--- config.mk ---
export PLATFORM = sky130hd
export DESIGN_NAME = counter_seq_ctrl
export DESIGN_NICKNAME = d
export VERILOG_FILES = /design/src/rtl/counter_seq_ctrl.sv
export SDC_FILE = /design/constraint.sdc
export NUM_CORES = 1
export LEC_CHECK = 0
export BUFFER_PORTS_ARGS = -buffer_cell sky130_fd_sc_hd__clkbuf_2
export CAP_MARGIN = 10
export CELL_PAD_IN_SITES_DETAIL_PLACEMENT = 0
export CELL_PAD_IN_SITES_GLOBAL_PLACEMENT = 1
export CORE_UTILIZATION = 43
export CTS_CLUSTER_DIAMETER = 120
export DETAILED_ROUTE_END_ITERATION = 12
export HOLD_SLACK_MARGIN = 0.15
export PLACE_DENSITY_LB_ADDON = 0.08
export SYNTH_ARGS = -nofsm -noshare
export SYNTH_HDL_FRONTEND = slang
export SYNTH_SLANG_ARGS = --single-unit
--- constraint.sdc ---
create_clock -name clk -period 3 [get_ports clk]
set_clock_uncertainty 0.15 [all_clocks]
set_input_delay 0.6 -clock clk [delete_from_list [all_inputs] [get_ports clk]]
set_output_delay 0.6 -clock clk [all_outputs]
set_load 0.02 [all_outputs]
--- src/rtl/counter_seq_ctrl.sv ---
// counter_seq_ctrl: sequencing controller that turns a free-running WIDTH-bit counter
// into a commandable timer. It supports start, stop and hold commands, a programmable
// terminal count, and one-shot or periodic (auto-reload) operation. All outputs are
// registered.
//
// Ports:
//   clk       system clock; all state changes on the rising edge
//   rst       asynchronous active-low reset
//   start     begin a run; sampled only in IDLE
//   stop      abort the current run; has the highest priority
//   hold      level input; freezes the count while high
//   periodic  mode select, latched when a start is accepted (1 = auto-reload)
//   tc        terminal count, latched when a start is accepted
//   a         current count
//   busy      high in RUN, PAUSE and FINISH
//   paused    high in PAUSE
//   done      one-cycle pulse per terminal-count event
//   err       sticky; set when a start is rejected because tc == 0

module counter_seq_ctrl #(
  parameter int unsigned WIDTH = 4
) (
  input  logic             clk,
  input  logic             rst,
  input  logic             start,
  input  logic             stop,
  input  logic             hold,
  input  logic             periodic,
  input  logic [WIDTH-1:0] tc,
  output logic [WIDTH-1:0] a,
  output logic             busy,
  output logic             paused,
  output logic             done,
  output logic             err
);

  typedef enum logic [1:0] {
    StIdle,
    StRun,
    StPause,
    StFinish
  } state_e;

  state_e           state;
  logic [WIDTH-1:0] tc_r;
  logic             mode_r;

  always_ff @(posedge clk or negedge rst) begin
    if (!rst) begin
      state  <= StIdle;
      a      <= '0;
      tc_r   <= '0;
      mode_r <= 1'b0;
      busy   <= 1'b0;
      paused <= 1'b0;
      done   <= 1'b0;
      err    <= 1'b0;
    end else begin
      // done is a pulse; only the terminal-count branch raises it.
      done <= 1'b0;
      unique case (state)
        StIdle: begin
          // start together with stop is ignored.
          if (start && !stop) begin
            if (tc != '0) begin
              state  <= StRun;
              a      <= '0;
              tc_r   <= tc;
              mode_r <= periodic;
              busy   <= 1'b1;
              err    <= 1'b0;
            end else begin
              err <= 1'b1;
            end
          end
        end

        StRun: begin
          if (stop) begin
            state <= StIdle;
            a     <= '0;
            busy  <= 1'b0;
          end else if (hold) begin
            state  <= StPause;
            paused <= 1'b1;
          end else if (a != tc_r) begin
            a <= a + 1'b1;
          end else begin
            done <= 1'b1;
            if (mode_r) begin
              a <= '0;
            end else begin
              // One-shot: a stays at tc_r through FINISH and into IDLE.
              state <= StFinish;
            end
          end
        end

        StPause: begin
          if (stop) begin
            state  <= StIdle;
            a      <= '0;
            busy   <= 1'b0;
            paused <= 1'b0;
          end else if (!hold) begin
            // Return to RUN without counting on this edge: a one-cycle resume bubble.
            state  <= StRun;
            paused <= 1'b0;
          end
        end

        StFinish: begin
          state <= StIdle;
          busy  <= 1'b0;
          if (stop) begin
            a <= '0;
          end
        end

        default: begin
          state <= StIdle;
        end
      endcase
    end
  end

endmodule
==> results of run 1 <==
[final cells by class]
cell class                      instances  area [um^2]
Sequential cell                        15          375
Tap cell                               25         31.3
Clock buffer                            3         22.5
Timing Repair Buffer                   18         95.1
Multi-Input combinational cell         64          457
Inverter                                5         18.8
Clock inverter                          1         5.00
Fill cell                             167          778
[layer usage]
layer	vias up	share of wire	global-route usage
met5	-	0	0
met4	0	0.014	0.0529
met3	4	0.047	0.0745
met2	18	0.45	0.292
met1	323	0.49	0.247
li1	347	-	-
[worst max-delay path, cell delays in order (launching register included)]
cell      delay [ps]
dfrtp_1          400
inv_1             80
ha_1             240
a211oi_1         270
nor2_1           100
a21oi_2          200
o31ai_1          130
a22o_2           270
[power by group through the flow]
stage          sequential [mW]  combinational (mW)  clock [mW]
2_1_floorplan            0.349               0.285           0
3_3_place_gp             0.335               0.390           0
3_5_place_dp             0.337               0.398           0
4_1_cts                  0.332               0.400       0.121
5_1_grt                  0.342               0.449       0.128
6_report                 0.330               0.395       0.115
[timing repair]
| item | CTS | global route |
|---|---|---|
| resized for setup | 0 | 0 |
| hold buffers | 1 | 0 |
| endpoints found under the hold margin | 15 | 0 |
| buffers inserted | 0 | 0 |
[cells in the mapped netlist (all sizes together)]
master	n
nand2	7
nor2	8
o211ai	1
and3	1
o21ai	6
mux2	5
dfrtp	15
mux2i	1
a22o	1
ha	5
a32oi	1
inv	5
or4	1
and2	1
o31ai	2
a211oi	1
nor2b	2
a32o	1
nand3	4
a21oi	6
and2b	1
nand4	3
xnor2	4
nor3	1
a21o	1
[through the flow]
stage	std cells	setup slack (ps)	power, mW	utilization
after global placement	126	877	0.725	0.542
final	131	1060	0.840	0.564
after floorplan	84	1030	0.635	-
after detailed placement	126	874	0.734	0.542
after global routing	131	941	0.919	0.564
after CTS	131	1040	0.853	0.564
[final timing paths]
path,slack [ps],cells past startpoint,end,startpoint
worst max-delay path,1060,7,a[0],state[1]
worst min-delay path,350,2,err,err
worst max register to register,1060,7,a[0],state[1]
worst min register to register,350,2,err,err
max in group asynchronous,1820,2,a[0],rst
min in group asynchronous,600,2,tc_r[0],rst
[cells by family (layout without fill, tap and decap cells)]
| logic type | after synthesis | in the layout | synth area share |
|---|---|---|---|
| simple gates | 29 | 29 | 0.190 |
| buf+inv | 5 | 27 | 0.0221 |
| compound gates | 20 | 20 | 0.154 |
| mux | 6 | 6 | 0.0779 |
| xor+xnor | 4 | 4 | 0.0412 |
| flops | 15 | 15 | 0.441 |
| fa+ha+maj | 5 | 5 | 0.0735 |
[flip-flops by register name, summed over array words and instances (netlist names)]
name and count:
done 1, a 4, mode_r 1, state 2
paused 1, busy 1, tc_r 4, err 1
==> results_dict.tcl, run 1 <==
set metrics [dict create \
    wl_per_cell_um 12.2 \
    pwr-share-seq 0.393 \
    route.antenna.remaining_nets 0 \
    diodes 0 \
    cts_inserted_buffers 3 \
    ys_types 28 \
    finalHoldViolCount 0 \
    start_util 0.477 \
    ioPinCount 18 \
    fin_hold_ws_ps 353 \
    placed_area_um2 967 \
    clock_path_buffers 2 \
    synth_fp_nets 99 \
    slew_violations 0 \
    end_kind "flop" \
    p_int_uw 500 \
    drc 0 \
    share_comb_of_total_power 0.470 \
    yosys_register_bits 15 \
    syn_area_per_cell_um2 10.1 \
    synth_area_leaders "dfrtp_1, ha_1, mux2_2" \
    cap_violations 0 \
    setup_viol 0 \
    required_ps 3030 \
    status "completed" \
    die_x_um 46.5 \
    drtPass1Iterations 4 \
    grt_pass1_wl_um 2840 \
    grt_start_max_net_pins 16 \
    p_leak_nw 0.491 \
    place_congestion 0.778 \
    rsz0062_at_grt "false" \
    antenna_found_initial 0 \
    cts_root_buf "clkbuf_4" \
    power.density_nw_per_um2 836 \
    syn2layout_area_growth_pct 18.1 \
    cts_tree "done" \
    syn-cell-area_um2 851 \
    ys_warn_count 0 \
    period_needed_ps 1940 \
    max-slew-margin-rel 0.742 \
    synthCells 84 \
    clock_latency_ps 290 \
    rows 15 \
    io_buffers 17 \
    crit_path_max_fanout 6 \
    yosys.area.top_type "dfrtp_1" \
    drive_gt1_frac 0.321 \
    ys_seq_area_frac 0.441 \
    grt.total_usage 0.191 \
    fin_nets 122 \
    ctsHtreeMaxLevel 1 \
    layout_common_cells "clkbuf_2, dfrtp_1, nor2_1" \
    max_freq_mhz 516 \
    wl_um 1600 \
    p_clk_frac 0.137 \
    switching_share 0.404 \
    drt_iter0_markers 9 \
    hold_path.class "flop to flop" \
    startpoint_type "flop" \
    path_clk_slew_ps 90 \
    synth_top_area_share 0.441 \
    fin_area_um2 1000 \
    core_um2 1780 \
    vias 692 \
    grt_overflow 0 \
    worst_pin_slew_ps 387 \
    p_sw_uw 340 \
    mostFrequentLayoutCell "clkbuf_2" \
    critPathArrivalTime_ps 1970 \
    grt_pass1_vias 644 \
    fin_crit_sh 0.646 \
    fp.dieH_um 46.5 \
    die-area_um2 2160 \
    crit_type "flop to flop" \
    tns_ps 0 \
    dpl.hpwl_um 1250 \
    vias_per_cell 5.28 \
    ir_drop_v 0.000457 \
    cts_sinks 15 \
]
(Power assumes the default switching activity.)
==> run 2, diff against run 1 <==
--- a/config.mk
+++ b/config.mk
@@ -5,11 +5,12 @@
 export SDC_FILE = /design/constraint.sdc
 export NUM_CORES = 1
 export LEC_CHECK = 0
+export ABC_AREA = 1
 export BUFFER_PORTS_ARGS = -buffer_cell sky130_fd_sc_hd__clkbuf_2
 export CAP_MARGIN = 10
 export CELL_PAD_IN_SITES_DETAIL_PLACEMENT = 0
 export CELL_PAD_IN_SITES_GLOBAL_PLACEMENT = 1
-export CORE_UTILIZATION = 43
+export CORE_UTILIZATION = 39
 export CTS_CLUSTER_DIAMETER = 120
 export DETAILED_ROUTE_END_ITERATION = 12
 export HOLD_SLACK_MARGIN = 0.15
==> constraint.sdc (replaced) <==
create_clock -name clk -period 1.8 [get_ports clk]
set_clock_uncertainty 0.15 [all_clocks]
set_input_delay 0.36 -clock clk [delete_from_list [all_inputs] [get_ports clk]]
set_output_delay 0.36 -clock clk [all_outputs]
set_load 0.02 [all_outputs]
==> results_dict.tcl, run 2 <==
set metrics [dict create \
    cts_inserted_buffers 3 \
    synth_top_area_share 0.401 \
    end_kind "flop" \
    slew_violations 0 \
    cts_root_buf "clkbuf_4" \
    synthCells 121 \
    dp_cells 166 \
    p_leak_nw 0.597 \
    dpl.hpwl_um 1570 \
    place_congestion 0.778 \
    async_reset_ff_frac 1.00 \
    synth.mux.area_fraction 0 \
    layoutNonFillerInstCount 177 \
    yosys_register_bits 15 \
    fp.dieH_um 51.0 \
    status "completed" \
    wl_um 2020 \
    path_cells "dlygate4sd3_1 -> clkbuf_2 -> nor2_2 -> nand2_2 -> a21oi_4 -> nor2_1 -> nand3_1 -> nand2_1" \
    hold_path.class "primary input to flop" \
    finalHoldViolCount 0 \
    syn2layout_area_growth_pct 24.2 \
    cp_top_family "buffers and inverters" \
    final_util 0.521 \
    grt_start_max_net_pins 16 \
    wl_per_cell_um 11.4 \
    io_buffers 17 \
    synth_xor_area_frac 0.0187 \
    required_ps 1840 \
    rows 17 \
    ioPinCount 18 \
    startpoint_type "primary input" \
    crit_type "primary input to flop" \
    ff2ff_path_depth 10 \
    max-slew-margin-rel 0.730 \
    worst_slack_ps 129 \
    cts_sinks 15 \
    cp.buffers_inverters 2 \
    grt.total_usage 0.191 \
    cts_tree "done" \
    vias 824 \
    synthMostInstantiatedCell "nand2_1" \
    worst_pin_slew_ps 404 \
    worstSetupStartpoint "tc[3]" \
    power.density_nw_per_um2 1380 \
    synth-main-ff-cell "dfrtp_1" \
    drive_gt1_frac 0.262 \
    synth_fa_ha_area_frac 0.0668 \
    ys_warn_count 0 \
    drc 0 \
    ctsHtreeMaxLevel 1 \
    synth_edf_count 0 \
    biggestRegsByFlops "a: 4 flops, tc_r: 4 flops, state: 2 flops" \
    synth_compound_area_frac 0.0788 \
    grt_pass1_vias 793 \
    setup_viol 0 \
    grt_overflow 0 \
    cap_violations 0 \
    synth_fp_nets 136 \
    diodes 0 \
    synth-simple-area-share 0.359 \
    syn_area_per_cell_um2 7.75 \
    max_stage_delay_ps 550 \
    cp_slowest_cell "dlygate4sd3_1" \
    synth_top_cells_by_count "nand2_1, inv_1, dfrtp_1, nor2_1, nand3_1" \
    path_clk_slew_ps 100 \
    crit_path_max_fanout 3 \
    p_total_mw 1.60 \
    clock_latency_ps 280 \
    max_freq_mhz 598 \
    rrSetupSlack_ps 130 \
    r2r-end "a[1]" \
    grt_pass1_wl_um 3530 \
    vias_per_cell 4.66 \
    ir_drop_v 0.000816 \
    fin_nets 165 \
    critPathArrivalTime_ps 1710 \
    synth_area_leaders "dfrtp_1, nand2_1, inv_1" \
    route.antenna.remaining_nets 0 \
    synth_top_family_by_area "simple AND/OR/NAND/NOR gates" \
    drtPass1Iterations 3 \
    r2r_start "state[1]" \
    core_um2 2230 \
    drt_iter0_markers 12 \
    crit_path_end "state[0]" \
    tns_ps 0 \
    ys_seq_area_frac 0.401 \
    dp_slack_ps 120 \
    layout_common_cells "nand2_1, inv_1, clkbuf_2" \
    fin_crit_sh 0.929 \
    mostFrequentLayoutCell "nand2_1" \
    syn-cell-area_um2 937 \
    cp.depth 8 \
    clock_path_buffers 2 \
    die-area_um2 2600 \
    antenna_found_initial 0 \
    die_x_um 51.0 \
    yosys.area.top_type "dfrtp_1" \
    period_needed_ps 1670 \
    ys_types 20 \
    start_util 0.420 \
]
run 2: cell count changes after synthesis, sizes merged, moves of 2 or more:
cell and change:
inv +14, mux2 -5, nand4 -2, nor2 +8
nor2b -2, a21oi -5, o31ai -2, nand3 +4
nand2 +35, xnor2 -3
run 2: kinds of logic (layout without fill, tap and decap cells):
logic type / after synthesis / in the layout
buffers and inverters: 19 / 47
xor gates and xnor gates: 2 / 2
and+or+nand+nor: 68 / 68
AOI/OAI and AO/OA: 12 / 12
DFF: 15 / 15
adders and majority gates: 5 / 5
run 2: area by class of cell:
cell class	count	area (um^2)
Clock buffer	4	26.3
Fill cell	231	1070
Inverter	19	71.3
Multi-Input combinational cell	87	505
Sequential cell	15	375
Tap cell	28	35.0
Timing Repair Buffer	24	150
run 2: worst min-delay path by stage:
| stage | from | endpoint | slack (ps) | depth (start not counted) |
|---|---|---|---|---|
| after floorplan | rst | a[0] | -90 | 0 |
| after global placement | rst | tc_r[2] | 150 | 1 |
| after detailed placement | rst | tc_r[2] | 160 | 1 |
| after CTS | tc[2] | tc_r[2] | 150 | 3 |
| after global routing | tc[2] | tc_r[2] | 190 | 3 |
| final | tc[2] | tc_r[2] | 170 | 3 |
run 2: where the power goes:
group | internal [mW] | switching (mW)
logic | 0.315 | 0.557
clock network | 0.0860 | 0.111
registers | 0.451 | 0.0844
total | 0.852 | 0.752
run 2: repair_timing:
item	4_1_cts	5_1_grt
setup buffers	0	2
hold buffers	5	0
setup endpoints to repair	0	6
hold endpoints to repair	19	0
resized for setup	0	4
run 2: tightest hold or removal path: stages:
cell and delay, ps:
clkbuf_2 90, nand2_1 50, o21ai_0 60
run 2: per-layer routing:
metal | track usage | share of wire
met1 | 0.205 | 0.43
met5 | 0 | 0
met3 | 0.0357 | 0.023
met2 | 0.351 | 0.53
met4 | 0.0972 | 0.015
run 2: through the flow:
step / hold slack, ps / area (um^2)
global route: 186 / 1160
detailed placement: 157 / 1060
floorplan: -85.6 / 937
global placement: 149 / 1060
CTS: 154 / 1130
finish: 173 / 1160
==> run 3, diff against run 2 <==
--- a/config.mk
+++ b/config.mk
@@ -10,7 +10,7 @@
 export CAP_MARGIN = 10
 export CELL_PAD_IN_SITES_DETAIL_PLACEMENT = 0
 export CELL_PAD_IN_SITES_GLOBAL_PLACEMENT = 1
-export CORE_UTILIZATION = 39
+export CORE_UTILIZATION = 41
 export CTS_CLUSTER_DIAMETER = 120
 export DETAILED_ROUTE_END_ITERATION = 12
 export HOLD_SLACK_MARGIN = 0.15
==> constraint.sdc (replaced) <==
create_clock -name clk -period 2.1 [get_ports clk]
set_clock_uncertainty 0.15 [all_clocks]
set_input_delay 0.42 -clock clk [delete_from_list [all_inputs] [get_ports clk]]
set_output_delay 0.42 -clock clk [all_outputs]
set_load 0.02 [all_outputs]
==> results_dict.tcl, run 3 (synthesis gave the netlist of run 2 again) <==
set metrics [dict create \
    status "completed" \
    startpoint_type "flop" \
    setup_viol 0 \
    end_kind "flop" \
    drt_iter0_markers 13 \
    fillCellCount 210 \
    power.density_nw_per_um2 1200 \
    path_clk_slew_ps 90 \
    crit_type "flop to flop" \
    route.antenna.remaining_nets 0 \
    antenna_found_initial 0 \
    cts_sinks 15 \
    biggestRegsByFlops "a: 4 flops, tc_r: 4 flops, state: 2 flops" \
    period_needed_ps 1670 \
    drc 0 \
    vias 794 \
    multi_input_area_um2 490 \
    start_util 0.454 \
    route.met3.wl_um 66 \
    layoutNonFillerInstCount 170 \
    wl_per_cell_um 10.7 \
    cts_tree "done" \
    fin_nets 159 \
    r2r_start "state[1]" \
    max-slew-margin-rel 0.747 \
    cap_violations 0 \
    slew_violations 0 \
    wl_met1_um 860 \
    crit_path_max_fanout 6 \
    drtPass1Iterations 4 \
    tns_ps 0 \
    dp_cells 165 \
    syn2layout_area_growth_pct 16.6 \
    fp.dieH_um 49.8 \
    core_um2 2060 \
    dpl.hpwl_um 1450 \
    wl_um 1820 \
    top_layer "met4" \
    ctsHtreeMaxLevel 1 \
    die-area_um2 2480 \
    rsz0062_at_grt "false" \
    finalHoldViolCount 0 \
    p_leak_nw 0.570 \
    ir_drop_v 0.000810 \
    rrSetupSlack_ps 430 \
    r2r-end "a[2]" \
    fin_crit_sh 0.793 \
    ff2ff_path_depth 10 \
    diodes 0 \
    grt_pass1_wl_um 3350 \
    cts_resized 0 \
    required_ps 2120 \
    die_x_um 49.8 \
    ioPinCount 18 \
    cts_root_buf "clkbuf_4" \
    grt_start_max_net_pins 16 \
    drive_gt1_frac 0.238 \
    io_buffers 17 \
    grt.total_usage 0.181 \
    layout_common_cells "nand2_1, inv_1, clkbuf_2" \
    hold_path.class "primary input to flop" \
    mostFrequentLayoutCell "nand2_1" \
    cts_inserted_buffers 3 \
    max_freq_mhz 600 \
    met2_length_um 878 \
    final_util 0.530 \
    clock_latency_ps 270 \
    worstSetupStartpoint "state[1]" \
    vias_per_cell 4.67 \
    critPathArrivalTime_ps 1690 \
    seq_area_um2 375 \
    grt_overflow 0 \
    grt_pass1_vias 796 \
    rows 16 \
    place_congestion 0.746 \
    crit_path_end "a[2]" \
    clock_path_buffers 2 \
    worst_pin_slew_ps 379 \
]
## run 3: cell types whose count changed in the layout (fill, tap and decap cells not counted), sizes merged
cell         previous run  this run
dlygate4sd3             5         1
buf                     2         0
## run 3: area by class of cell
type,instances,share of cell area
Inverter,19,0.0653
Multi-Input combinational cell,87,0.449
Sequential cell,15,0.344
Tap cell,27,0.0309
Timing Repair Buffer,18,0.0871
Clock buffer,4,0.0241
## run 3: worst max-delay path: stages, from the launching register on
cell and delay, ps:
dfrtp_1 410, inv_1 80, ha_1 210, inv_1 100, nor2_4 60, nand2_1 60
nand2_1 90, nor2_4 180, nand2_2 100, nand2_1 70, nand2_1 50
## run 3: worst min-delay path by stage
stage / start / endpoint / slack [ps] / cells after the start
after floorplan: rst / a[0] / -30 / 0
after detailed placement: rst / tc_r[3] / 210 / 1
final: tc[2] / tc_r[2] / 210 / 3
after CTS: tc[2] / tc_r[2] / 200 / 3
after global placement: rst / tc_r[3] / 210 / 1
after global routing: tc[0] / tc_r[0] / 210 / 3
## run 3: routing by layer
metal	up-vias	global-route usage
li1	423	-
met1	356	0.215
met2	13	0.313
met3	2	0.0525
met4	0	0.0524
met5	-	0
## run 3: timing repair
action / in CTS / in global routing
hold endpoints to repair: 15 / 0
buffers inserted: 0 / 0
hold buffers: 1 / 0
## run 3: stage by stage
step	cell area, um^2	worst slack [ps]	hold slack [ps]	power, mW
after global routing	1090	263	208	1.45
after global placement	1060	487	206	1.16
after floorplan	937	638	-25.6	1.00
after CTS	1090	409	203	1.34
after detailed placement	1060	439	208	1.17
final	1090	434	211	1.31
## run 3: power by group
group,switching [mW],leakage [nW],internal (mW)
sequential,0.0758,0.194,0.387
combinational,0.453,0.361,0.238
clock,0.0882,0.0150,0.0736
